**src/rtl/dma_channel_arbiter.sv**
```systemverilog
// Four-channel DMA request arbiter: qualifies DREQ, picks a channel by fixed or
// rotating priority, holds the grant through service and drives DACK.
module dma_channel_arbiter #(
  parameter int NCH = 4,
  parameter int CW  = 2
) (
  input  logic           CLK,
  input  logic           RESET,
  input  logic [NCH-1:0] DREQ,
  input  logic [NCH-1:0] mask,
  input  logic           cmd_ctrl_dis,
  input  logic           cmd_rot_pri,
  input  logic           cmd_dreq_low,
  input  logic           cmd_dack_high,
  input  logic           sw_req_set,
  input  logic           sw_req_clr,
  input  logic [CW-1:0]  sw_req_ch,
  input  logic           svc_ack,
  input  logic           svc_done,
  input  logic           tc,
  input  logic           EOP_N,
  output logic           hrq_req,
  output logic [NCH-1:0] valid_dreq,
  output logic [CW-1:0]  grant_ch,
  output logic [NCH-1:0] DACK,
  output logic [NCH-1:0] req_status,
  output logic           busy
);

  localparam logic [1:0] S_IDLE = 2'd0;
  localparam logic [1:0] S_REQ  = 2'd1;
  localparam logic [1:0] S_SVC  = 2'd2;

  logic [1:0]     state_q, state_d;
  logic [CW-1:0]  grant_q, grant_d;
  logic [NCH-1:0] valid_q, valid_d;
  logic [NCH-1:0] swreq_q, swreq_d;
  logic [CW-1:0]  hi_q, hi_d;

  logic [NCH-1:0] pend;
  logic [NCH-1:0] eff;
  logic [CW-1:0]  hi_arb;
  logic [CW-1:0]  win;
  logic [CW-1:0]  idx;
  logic           svc_end;

  assign pend   = ((DREQ ^ {NCH{cmd_dreq_low}}) & ~mask) | swreq_q;
  assign eff    = pend & ~{NCH{cmd_ctrl_dis}};
  assign hi_arb = cmd_rot_pri ? hi_q : '0;

  // Scan from the farthest candidate back to hi so the nearest set bit wins.
  always_comb begin
    win = '0;
    idx = '0;
    for (int k = NCH - 1; k >= 0; k--) begin
      idx = CW'((int'(hi_arb) + k) % NCH);
      if (eff[idx]) win = idx;
    end
  end

  assign svc_end = (state_q == S_SVC) && (svc_done || !EOP_N);

  always_comb begin
    state_d = state_q;
    grant_d = grant_q;
    valid_d = valid_q;
    hi_d    = hi_q;
    swreq_d = swreq_q;

    if (sw_req_set) swreq_d[sw_req_ch] = 1'b1;
    if (sw_req_clr) swreq_d[sw_req_ch] = 1'b0;

    case (state_q)
      S_IDLE: begin
        if (|eff) begin
          state_d       = S_REQ;
          grant_d       = win;
          valid_d       = '0;
          valid_d[win]  = 1'b1;
        end
      end
      S_REQ: begin
        if (svc_ack) begin
          state_d = S_SVC;
        end else if (!EOP_N || !eff[grant_q]) begin
          state_d = S_IDLE;
          grant_d = '0;
          valid_d = '0;
        end
      end
      S_SVC: begin
        if (svc_end) begin
          state_d = S_IDLE;
          grant_d = '0;
          valid_d = '0;
          if (cmd_rot_pri) hi_d = CW'((int'(grant_q) + 1) % NCH);
          if ((svc_done && tc) || !EOP_N) swreq_d[grant_q] = 1'b0;
        end
      end
      default: begin
        state_d = S_IDLE;
        grant_d = '0;
        valid_d = '0;
      end
    endcase
  end

  always_ff @(posedge CLK) begin
    if (!RESET) begin
      state_q <= S_IDLE;
      grant_q <= '0;
      valid_q <= '0;
      swreq_q <= '0;
      hi_q    <= '0;
    end else begin
      state_q <= state_d;
      grant_q <= grant_d;
      valid_q <= valid_d;
      swreq_q <= swreq_d;
      hi_q    <= hi_d;
    end
  end

  assign hrq_req    = (state_q == S_REQ) || (state_q == S_SVC);
  assign busy       = hrq_req;
  assign valid_dreq = valid_q;
  assign grant_ch   = grant_q;
  assign req_status = pend;
  assign DACK       = {NCH{~cmd_dack_high}} ^ ({NCH{state_q == S_SVC}} & valid_q);

endmodule
```
**config.mk**
```make
export PLATFORM = sky130hd
export DESIGN_NAME = dma_channel_arbiter
export DESIGN_NICKNAME = d
export VERILOG_FILES = /design/src/rtl/dma_channel_arbiter.sv
export SDC_FILE = /design/constraint.sdc
export NUM_CORES = 1
export LEC_CHECK = 0
export ABC_AREA = 1
export BUFFER_PORTS_ARGS = -buffer_cell sky130_fd_sc_hd__buf_4
export CORE_MARGIN = 5
export CORE_UTILIZATION = 50
export CTS_BUF_LIST = sky130_fd_sc_hd__clkbuf_8
export CTS_CLUSTER_SIZE = 20
export DETAILED_ROUTE_END_ITERATION = 16
export GPL_TIMING_DRIVEN = 0
export PLACE_DENSITY = 0.83
export SKIP_LAST_GASP = 1
export SLEW_MARGIN = 30
export SYNTH_ARGS = -nofsm -noshare
export SYNTH_HDL_FRONTEND = slang
export SYNTH_SLANG_ARGS = --single-unit
```
**constraint.sdc**
```tcl
create_clock -name CLK -period 2.45 [get_ports CLK]
set_clock_uncertainty 0.05 [all_clocks]
set_input_delay 0.735 -clock CLK [delete_from_list [all_inputs] [get_ports CLK]]
set_output_delay 0.735 -clock CLK [all_outputs]
set_load 0.005 [all_outputs]
```
==> results of run 1 <==
synth_stat cells, types with 2 or more instances:
master	instances	area share [%]
sky130_fd_sc_hd__nor2_1	9	2.8
sky130_fd_sc_hd__nand2_2	5	2.6
sky130_fd_sc_hd__o21ai_0	11	4.5
sky130_fd_sc_hd__nand2_1	61	19
sky130_fd_sc_hd__dfxtp_1	14	23
sky130_fd_sc_hd__ha_1	7	7.2
sky130_fd_sc_hd__nor2_8	2	3.3
sky130_fd_sc_hd__a21oi_1	9	3.7
sky130_fd_sc_hd__nand3_1	27	11
sky130_fd_sc_hd__inv_1	35	11
sky130_fd_sc_hd__a311oi_1	4	2.9
sky130_fd_sc_hd__xor2_1	4	2.9
power groups by stage:
stage	registers, mW	clock network [mW]	logic [mW]
floorplan	0.265	0	0.205
global placement	0.266	0	0.313
detailed placement	0.266	0	0.319
CTS	0.262	0.187	0.322
global route	0.264	0.200	0.356
finish	0.262	0.187	0.320
metal layers:
metal / track usage (%) / share of wire (%) / vias up
met5: 0 / 0 / -
met4: 5.83 / 1.1 / 0
met3: 2.83 / 6.5 / 5
met2: 30.6 / 50 / 37
met1: 19.0 / 43 / 576
li1: - / - / 704
metrics by stage:
step                      total power [mW]  area (um^2)  cells  setup WS [ns]  hold WS (ns)
after floorplan                      0.470         1220    197          0.500         0.394
after CTS                            0.771         1580    267          0.289         0.428
after global routing                 0.821         1580    267          0.203         0.460
after global placement               0.579         1540    264          0.188         0.410
after detailed placement             0.585         1540    264          0.166         0.419
final                                0.768         1580    267          0.280         0.423
layout make-up:
cell class | count | share of cell area [%]
Buffer | 3 | 1.03
Clock buffer | 3 | 2.61
Inverter | 35 | 8.32
Multi-Input combinational cell | 145 | 50.3
Sequential cell | 14 | 17.7
Tap cell | 30 | 2.38
Timing Repair Buffer | 37 | 17.6
layout by cell type, fill, tap and decap left out, types with 2 or more instances in the layout:
cell type,instances
sky130_fd_sc_hd__a21oi_1,9
sky130_fd_sc_hd__a311oi_1,4
sky130_fd_sc_hd__buf_4,38
sky130_fd_sc_hd__clkbuf_8,3
sky130_fd_sc_hd__dfxtp_1,14
sky130_fd_sc_hd__ha_1,7
sky130_fd_sc_hd__inv_1,35
sky130_fd_sc_hd__nand2_1,61
sky130_fd_sc_hd__nand2_2,5
sky130_fd_sc_hd__nand3_1,27
sky130_fd_sc_hd__nor2_1,9
sky130_fd_sc_hd__nor2_8,2
sky130_fd_sc_hd__o21ai_0,11
sky130_fd_sc_hd__xor2_1,4
flip-flops by register name, indices dropped and copies added (netlist names):
name,count
grant_ch,2
valid_dreq,4
state_q,2
swreq_q,4
hi_q,2
worst register-to-register path, delay by kind of cell (launching register included):
kind,cells,cell delay [ns]
buf+inv,2,0.16
flops,1,0.32
fa+ha+maj,1,0.26
simple gates,8,0.80
worst max path at each step:
| stage | start | to | slack, ns | cells past startpoint |
|---|---|---|---|---|
| after floorplan | cmd_ctrl_dis | valid_dreq[0]$_SDFFE_PN0P_ | 0.50 | 13 |
| after global placement | cmd_ctrl_dis | valid_dreq[0]$_SDFFE_PN0P_ | 0.19 | 14 |
| after detailed placement | cmd_ctrl_dis | valid_dreq[2]$_SDFFE_PN0P_ | 0.17 | 14 |
| after CTS | state_q[0]$_SDFFE_PN0P_ | DACK[3] | 0.29 | 5 |
| after global routing | state_q[0]$_SDFFE_PN0P_ | DACK[3] | 0.20 | 5 |
| final | cmd_dreq_low | req_status[0] | 0.28 | 5 |
kinds of logic after synthesis:
kind of cell               after synthesis
AOI/OAI and AO/OA                       27
adders and majority gates                7
buffers and inverters                   38
and+or+nand+nor                        107
xor gates and xnor gates                 4
DFF                                     14
==> impl_summary.log, run 1 <==
INFO  metric ios = 38
INFO  metric grt_setup_unrepaired = no
INFO  metric post_synth_fa_ha_maj_area_fraction = 7.16%
INFO  metric cp.required = between 1.5 and 2 ns
INFO  metric synth_area = around 1200 um^2
INFO  metric most_instantiated_flip_flop_cell_in_the_synthesis_netlist = sky130_fd_sc_hd__dfxtp_1
INFO  metric share_comb_of_total_power = 41.6%
INFO  metric final_layout_size_suffix_gt1_share = between 20% and 30%
INFO  metric synth_nets = about 230
INFO  metric hp-class = reg -> reg
INFO  metric drt-pass1-iter-count = 4
INFO  metric cpPeakStageDelay = 0.24 ns
INFO  metric whs_path_depth = 2
INFO  metric p_leak = about 0.83 nW
INFO  metric fmax = around 0.46 GHz
INFO  metric ctsRootBufferMaster = sky130_fd_sc_hd__clkbuf_8
INFO  metric synthArstFlopShare = 0%
INFO  metric clock_sinks = 14
INFO  metric gr-usage-all-layers = between 10% and 20%
INFO  metric worst_slew_pin_slew = 0.482 ns
INFO  metric clock_latency_of_the_later_clocked_register_in_the_worst_skew_pair = 0.24 ns
INFO  metric xor_and_xnor_area_share_after_synthesis = between 2 and 3%
INFO  metric total_switching_power = 272 uW
INFO  metric worst_reg2reg_setup_slack = around 0.7 ns
INFO  metric die-height = between 50 and 60 um
INFO  metric hold-path-endpoint = hi_q[1]$_SDFFE_PN0P_
INFO  metric gp_congestion = between 0.8 and 0.9
INFO  metric timing.final.crit_period = ~2.2 ns
INFO  metric postSynthAreaPerCell = ~6.2 um^2
INFO  metric power_density_of_the_placed_cells = between 400 and 500 nW/um^2
INFO  metric slew_violations = 0
INFO  metric synth_enable_flop_cells = 0
INFO  metric fillers = between 200 and 250
INFO  metric multi_input_area = between 700 and 800 um^2
INFO  metric sequentialPowerShare = 34.0%
INFO  metric die_x = between 50 and 60 um
INFO  metric diodes = 0
INFO  metric antenna_found_initial = 0
INFO  metric first_global_vias = between 1000 and 1500
INFO  metric timing.setup.tns = 0 ns
INFO  metric worstReg2RegEnd = valid_dreq[2]$_SDFFE_PN0P_
INFO  metric path_class = in -> out
INFO  metric design.die.area = 3530 um^2
INFO  metric max_fanout_on_critical_path = 7
INFO  metric ant_nets = 0
INFO  metric synth.lib_cells_used.distinct = 21
INFO  metric finalHoldViolations = 0
INFO  metric setup-violations-final = 0
INFO  metric core_area = 2410 um^2
INFO  metric worst_slew_margin_rel = 67.9%
INFO  metric grt_first_pass_wirelength = 4.59 mm
INFO  metric worst_hold_startpoint = hi_q[1]$_SDFFE_PN0P_
INFO  metric placementRows = 18
INFO  metric clk_transition_reported_paths = 0.05 ns
INFO  metric timing.critical_path.cells = buf_4 -> nand2_1 -> nand2_1 -> o21ai_2 -> buf_4
INFO  metric reg2reg_depth = 11
INFO  metric grt_max_degree = 11
INFO  metric syn_to_final_growth = 29.2%
INFO  metric synth_top_family_by_area = simple AND/OR/NAND/NOR gates
INFO  metric status = finished clean
INFO  metric ys_warn_count = 0
INFO  metric drt_wl_total = ~2.8 mm
INFO  metric startpoint_type = input pin
INFO  metric cts_tree = done
INFO  metric setup.worst_path.end_class = primary output
INFO  metric synth-seq-cells = 14
INFO  metric min_period_over_period = 88.6%
INFO  metric synth_cells = around 200
INFO  metric global_route.overflow_total = 0
INFO  metric crit_path_dat = about 1.4 ns
INFO  metric drc_errors = 0
INFO  metric muxShareOfSynthArea = 0%
INFO  metric cts-hold-fix-buffers = 0
INFO  metric start_util = 50.7%
INFO  metric crit-reg2reg-launch = state_q[0]$_SDFFE_PN0P_
INFO  metric detailedPlacementHpwl = about 2.3 mm
INFO  metric cts_repair_resize_count = 0
INFO  metric internal_power = approximately 500 uW
INFO  metric net_count_final = 268
INFO  metric viasPerCell = between 4 and 5
INFO  metric drv_cap = 0
INFO  metric number_of_violations_reported_at_the_end_of_detailed_routing_iteration_0 = between 50 and 60
INFO  metric final_core_utilization = between 60 and 70%
INFO  metric htree_num_levels = 1
INFO  metric cp_top_family = buffers and inverters
INFO  metric cts-buffers-inserted = 3
INFO  metric clock_tree.buffer_depth = 2
INFO  metric regArea = around 280 um^2
INFO  metric via_count = around 1300
INFO  metric synth_compound_area_share = about 14%
INFO  metric highest_delay_cell_along_the_critical_path = sky130_fd_sc_hd__o21ai_2
INFO  metric share_clk_of_total_power = roughly a quarter
INFO  metric ir_drop = between 0.4 and 0.5 mV
INFO  metric worst-path-buf-inv = 2
INFO  metric port_buffers = 37
INFO  metric synthSimpleGateAreaFrac = a little over 40%
INFO  metric post_cts_buffers = 0
INFO  metric route.detailed.wl_per_inst = between 10 and 15 um
INFO  metric seq_total_area_yosys = a little under a quarter
INFO  metric sw_frac_of_total = between 30% and 40%
(Power assumes the default switching activity.)
==> run 2: changes to the inputs <==
CTS_CLUSTER_SIZE = default   (was 20)
RECOVER_POWER = 25   (was default)
==> impl_summary.log, run 2 (synthesized netlist as in run 1, its figures left out) <==
INFO  metric net_count_final = 268
INFO  metric crit_path_dat = 1.39 ns
INFO  metric htree_num_levels = 1
INFO  metric antenna_found_initial = 0
INFO  metric cts_repair_resize_count = 0
INFO  metric global_route.overflow_total = 0
INFO  metric diodes = 0
INFO  metric clock_tree.buffer_depth = 2
INFO  metric gp_congestion = 0.801
INFO  metric timing.critical_path.cells = buf_4 -> nand2_1 -> nand2_1 -> o21ai_2 -> buf_4
INFO  metric die_x = a little under 60 um
INFO  metric ir_drop = 0.453 mV
INFO  metric setup-violations-final = 0
INFO  metric internal_power = between 400 and 500 uW
INFO  metric highest_delay_cell_along_the_critical_path = sky130_fd_sc_hd__o21ai_2
INFO  metric min_period_over_period = between 80% and 90%
INFO  metric sequentialPowerShare = roughly 34%
INFO  metric clock_latency_of_the_later_clocked_register_in_the_worst_skew_pair = between 0.2 and 0.25 ns
INFO  metric first_global_vias = ~1100
INFO  metric cpPeakStageDelay = roughly 0.24 ns
INFO  metric slew_violations = 0
INFO  metric final_layout_size_suffix_gt1_share = ~23%
INFO  metric mostFrequentLayoutCells = sky130_fd_sc_hd__nand2_1, sky130_fd_sc_hd__inv_1, sky130_fd_sc_hd__buf_4, sky130_fd_sc_hd__nand3_1, sky130_fd_sc_hd__dfxtp_1
INFO  metric detailedPlacementHpwl = between 2 and 2.5 mm
INFO  metric grt_max_degree = 11
INFO  metric startpoint_type = input pin
INFO  metric timing.final.crit_period = around 2.2 ns
INFO  metric viasPerCell = just under 5
INFO  metric timing.setup.tns = 0 ns
INFO  metric path_class = in -> out
INFO  metric gr-usage-all-layers = between 10% and 20%
INFO  metric core_area = ~2400 um^2
INFO  metric grt_first_pass_wirelength = about 4.6 mm
INFO  metric clk_transition_reported_paths = about 0.050 ns
INFO  metric total_switching_power = ~270 uW
INFO  metric hp-class = reg -> reg
INFO  metric max_fanout_on_critical_path = 7
INFO  metric clock_sinks = 14
INFO  metric setup.worst_path.end_class = primary output
INFO  metric cts_tree = done
INFO  metric finalHoldViolations = 0
INFO  metric cts-hold-fix-buffers = 0
INFO  metric die-height = 59.4 um
INFO  metric worst-path-buf-inv = 2
INFO  metric share_clk_of_total_power = between 20 and 25%
INFO  metric route.detailed.wl_per_inst = approximately 11 um
INFO  metric ctsRootBufferMaster = sky130_fd_sc_hd__clkbuf_8
INFO  metric ios = 38
INFO  metric grt_setup_unrepaired = no
INFO  metric placementRows = 18
INFO  metric share_comb_of_total_power = about two fifths
INFO  metric port_buffers = 37
INFO  metric power_density_of_the_placed_cells = 486 nW/um^2
INFO  metric design.die.area = between 3000 and 4000 um^2
INFO  metric syn_to_final_growth = 29.2%
INFO  metric drt_wl_total = 2.85 mm
INFO  metric final_core_utilization = between 60 and 70%
INFO  metric worst_slew_pin_slew = between 0.4 and 0.5 ns
INFO  metric ant_nets = 0
INFO  metric cts-buffers-inserted = 3
INFO  metric p_leak = between 0.8 and 0.9 nW
INFO  metric start_util = 50.7%
INFO  metric worst_slew_margin_rel = 67.9%
INFO  metric drt-pass1-iter-count = 4
INFO  metric number_of_violations_reported_at_the_end_of_detailed_routing_iteration_0 = 64
INFO  metric drv_cap = 0
INFO  metric post_cts_buffers = 0
INFO  metric layout_commonest_cell = sky130_fd_sc_hd__nand2_1
INFO  metric cp_top_family = buffers and inverters
INFO  metric cp.required = 1.66 ns
INFO  metric fmax = roughly 0.46 GHz
INFO  metric via_count = between 1000 and 1500
INFO  metric sw_frac_of_total = between 30% and 40%
INFO  metric drc_errors = 0
INFO  metric status = finished clean
==> run 2: cell types whose count changed in the layout (fill, tap and decap cells not counted), sizes merged <==
cell and delta:
clkbuf +5, buf -5
==> run 2: path summary, 6_finish.rpt <==
| kind | depth (start not counted) | end | slack (ns) | from |
|---|---|---|---|---|
| min reg2reg | 2 | hi_q[1]$_SDFFE_PN0P_ | 0.42 | hi_q[1]$_SDFFE_PN0P_ |
| min | 2 | hi_q[1]$_SDFFE_PN0P_ | 0.42 | hi_q[1]$_SDFFE_PN0P_ |
| max reg2reg | 11 | valid_dreq[2]$_SDFFE_PN0P_ | 0.72 | state_q[0]$_SDFFE_PN0P_ |
| max | 5 | req_status[0] | 0.28 | cmd_dreq_low |
==> run 2: layout make-up <==
class	instances	area (um^2)
well taps	30	37.5
inverters	35	131
plain buffers	3	16.3
clock buffers	3	41.3
multi-input cells	145	795
repair buffers	37	278
fillers	220	831
flip-flops and latches	14	280
==> run 2: per-layer routing <==
metal  track usage, %  share of wire, %  wire (um)
met1             19.0                43       1240
met2             30.6                50       1420
met3             2.83               5.6        159
met4             5.83               1.1         31
met5                0                 0          0
==> run 2: worst register-to-register path: cells and delay by family (launching register included) <==
kind                       cells  cell delay [ns]
and+or+nand+nor                8             0.80
DFF                            1             0.32
adders and majority gates      1             0.26
buffers and inverters          2             0.16
==> run 2: stage by stage <==
step | cell area [um^2] | setup slack [ns] | hold slack [ns] | std cells | power (mW)
after floorplan | 1220 | 0.500 | 0.394 | 197 | 0.470
after global placement | 1540 | 0.188 | 0.410 | 264 | 0.579
after detailed placement | 1540 | 0.166 | 0.419 | 264 | 0.585
after CTS | 1580 | 0.289 | 0.428 | 267 | 0.771
after global routing | 1580 | 0.203 | 0.458 | 267 | 0.820
final | 1580 | 0.280 | 0.423 | 267 | 0.767
==> run 2: power by group through the flow <==
| stage | Sequential (mW) | Combinational, mW | Clock [mW] |
|---|---|---|---|
| finish | 0.261 | 0.319 | 0.187 |
| global route | 0.264 | 0.356 | 0.200 |
| CTS | 0.262 | 0.322 | 0.187 |
| detailed placement | 0.266 | 0.319 | 0 |
| global placement | 0.266 | 0.313 | 0 |
| floorplan | 0.265 | 0.205 | 0 |
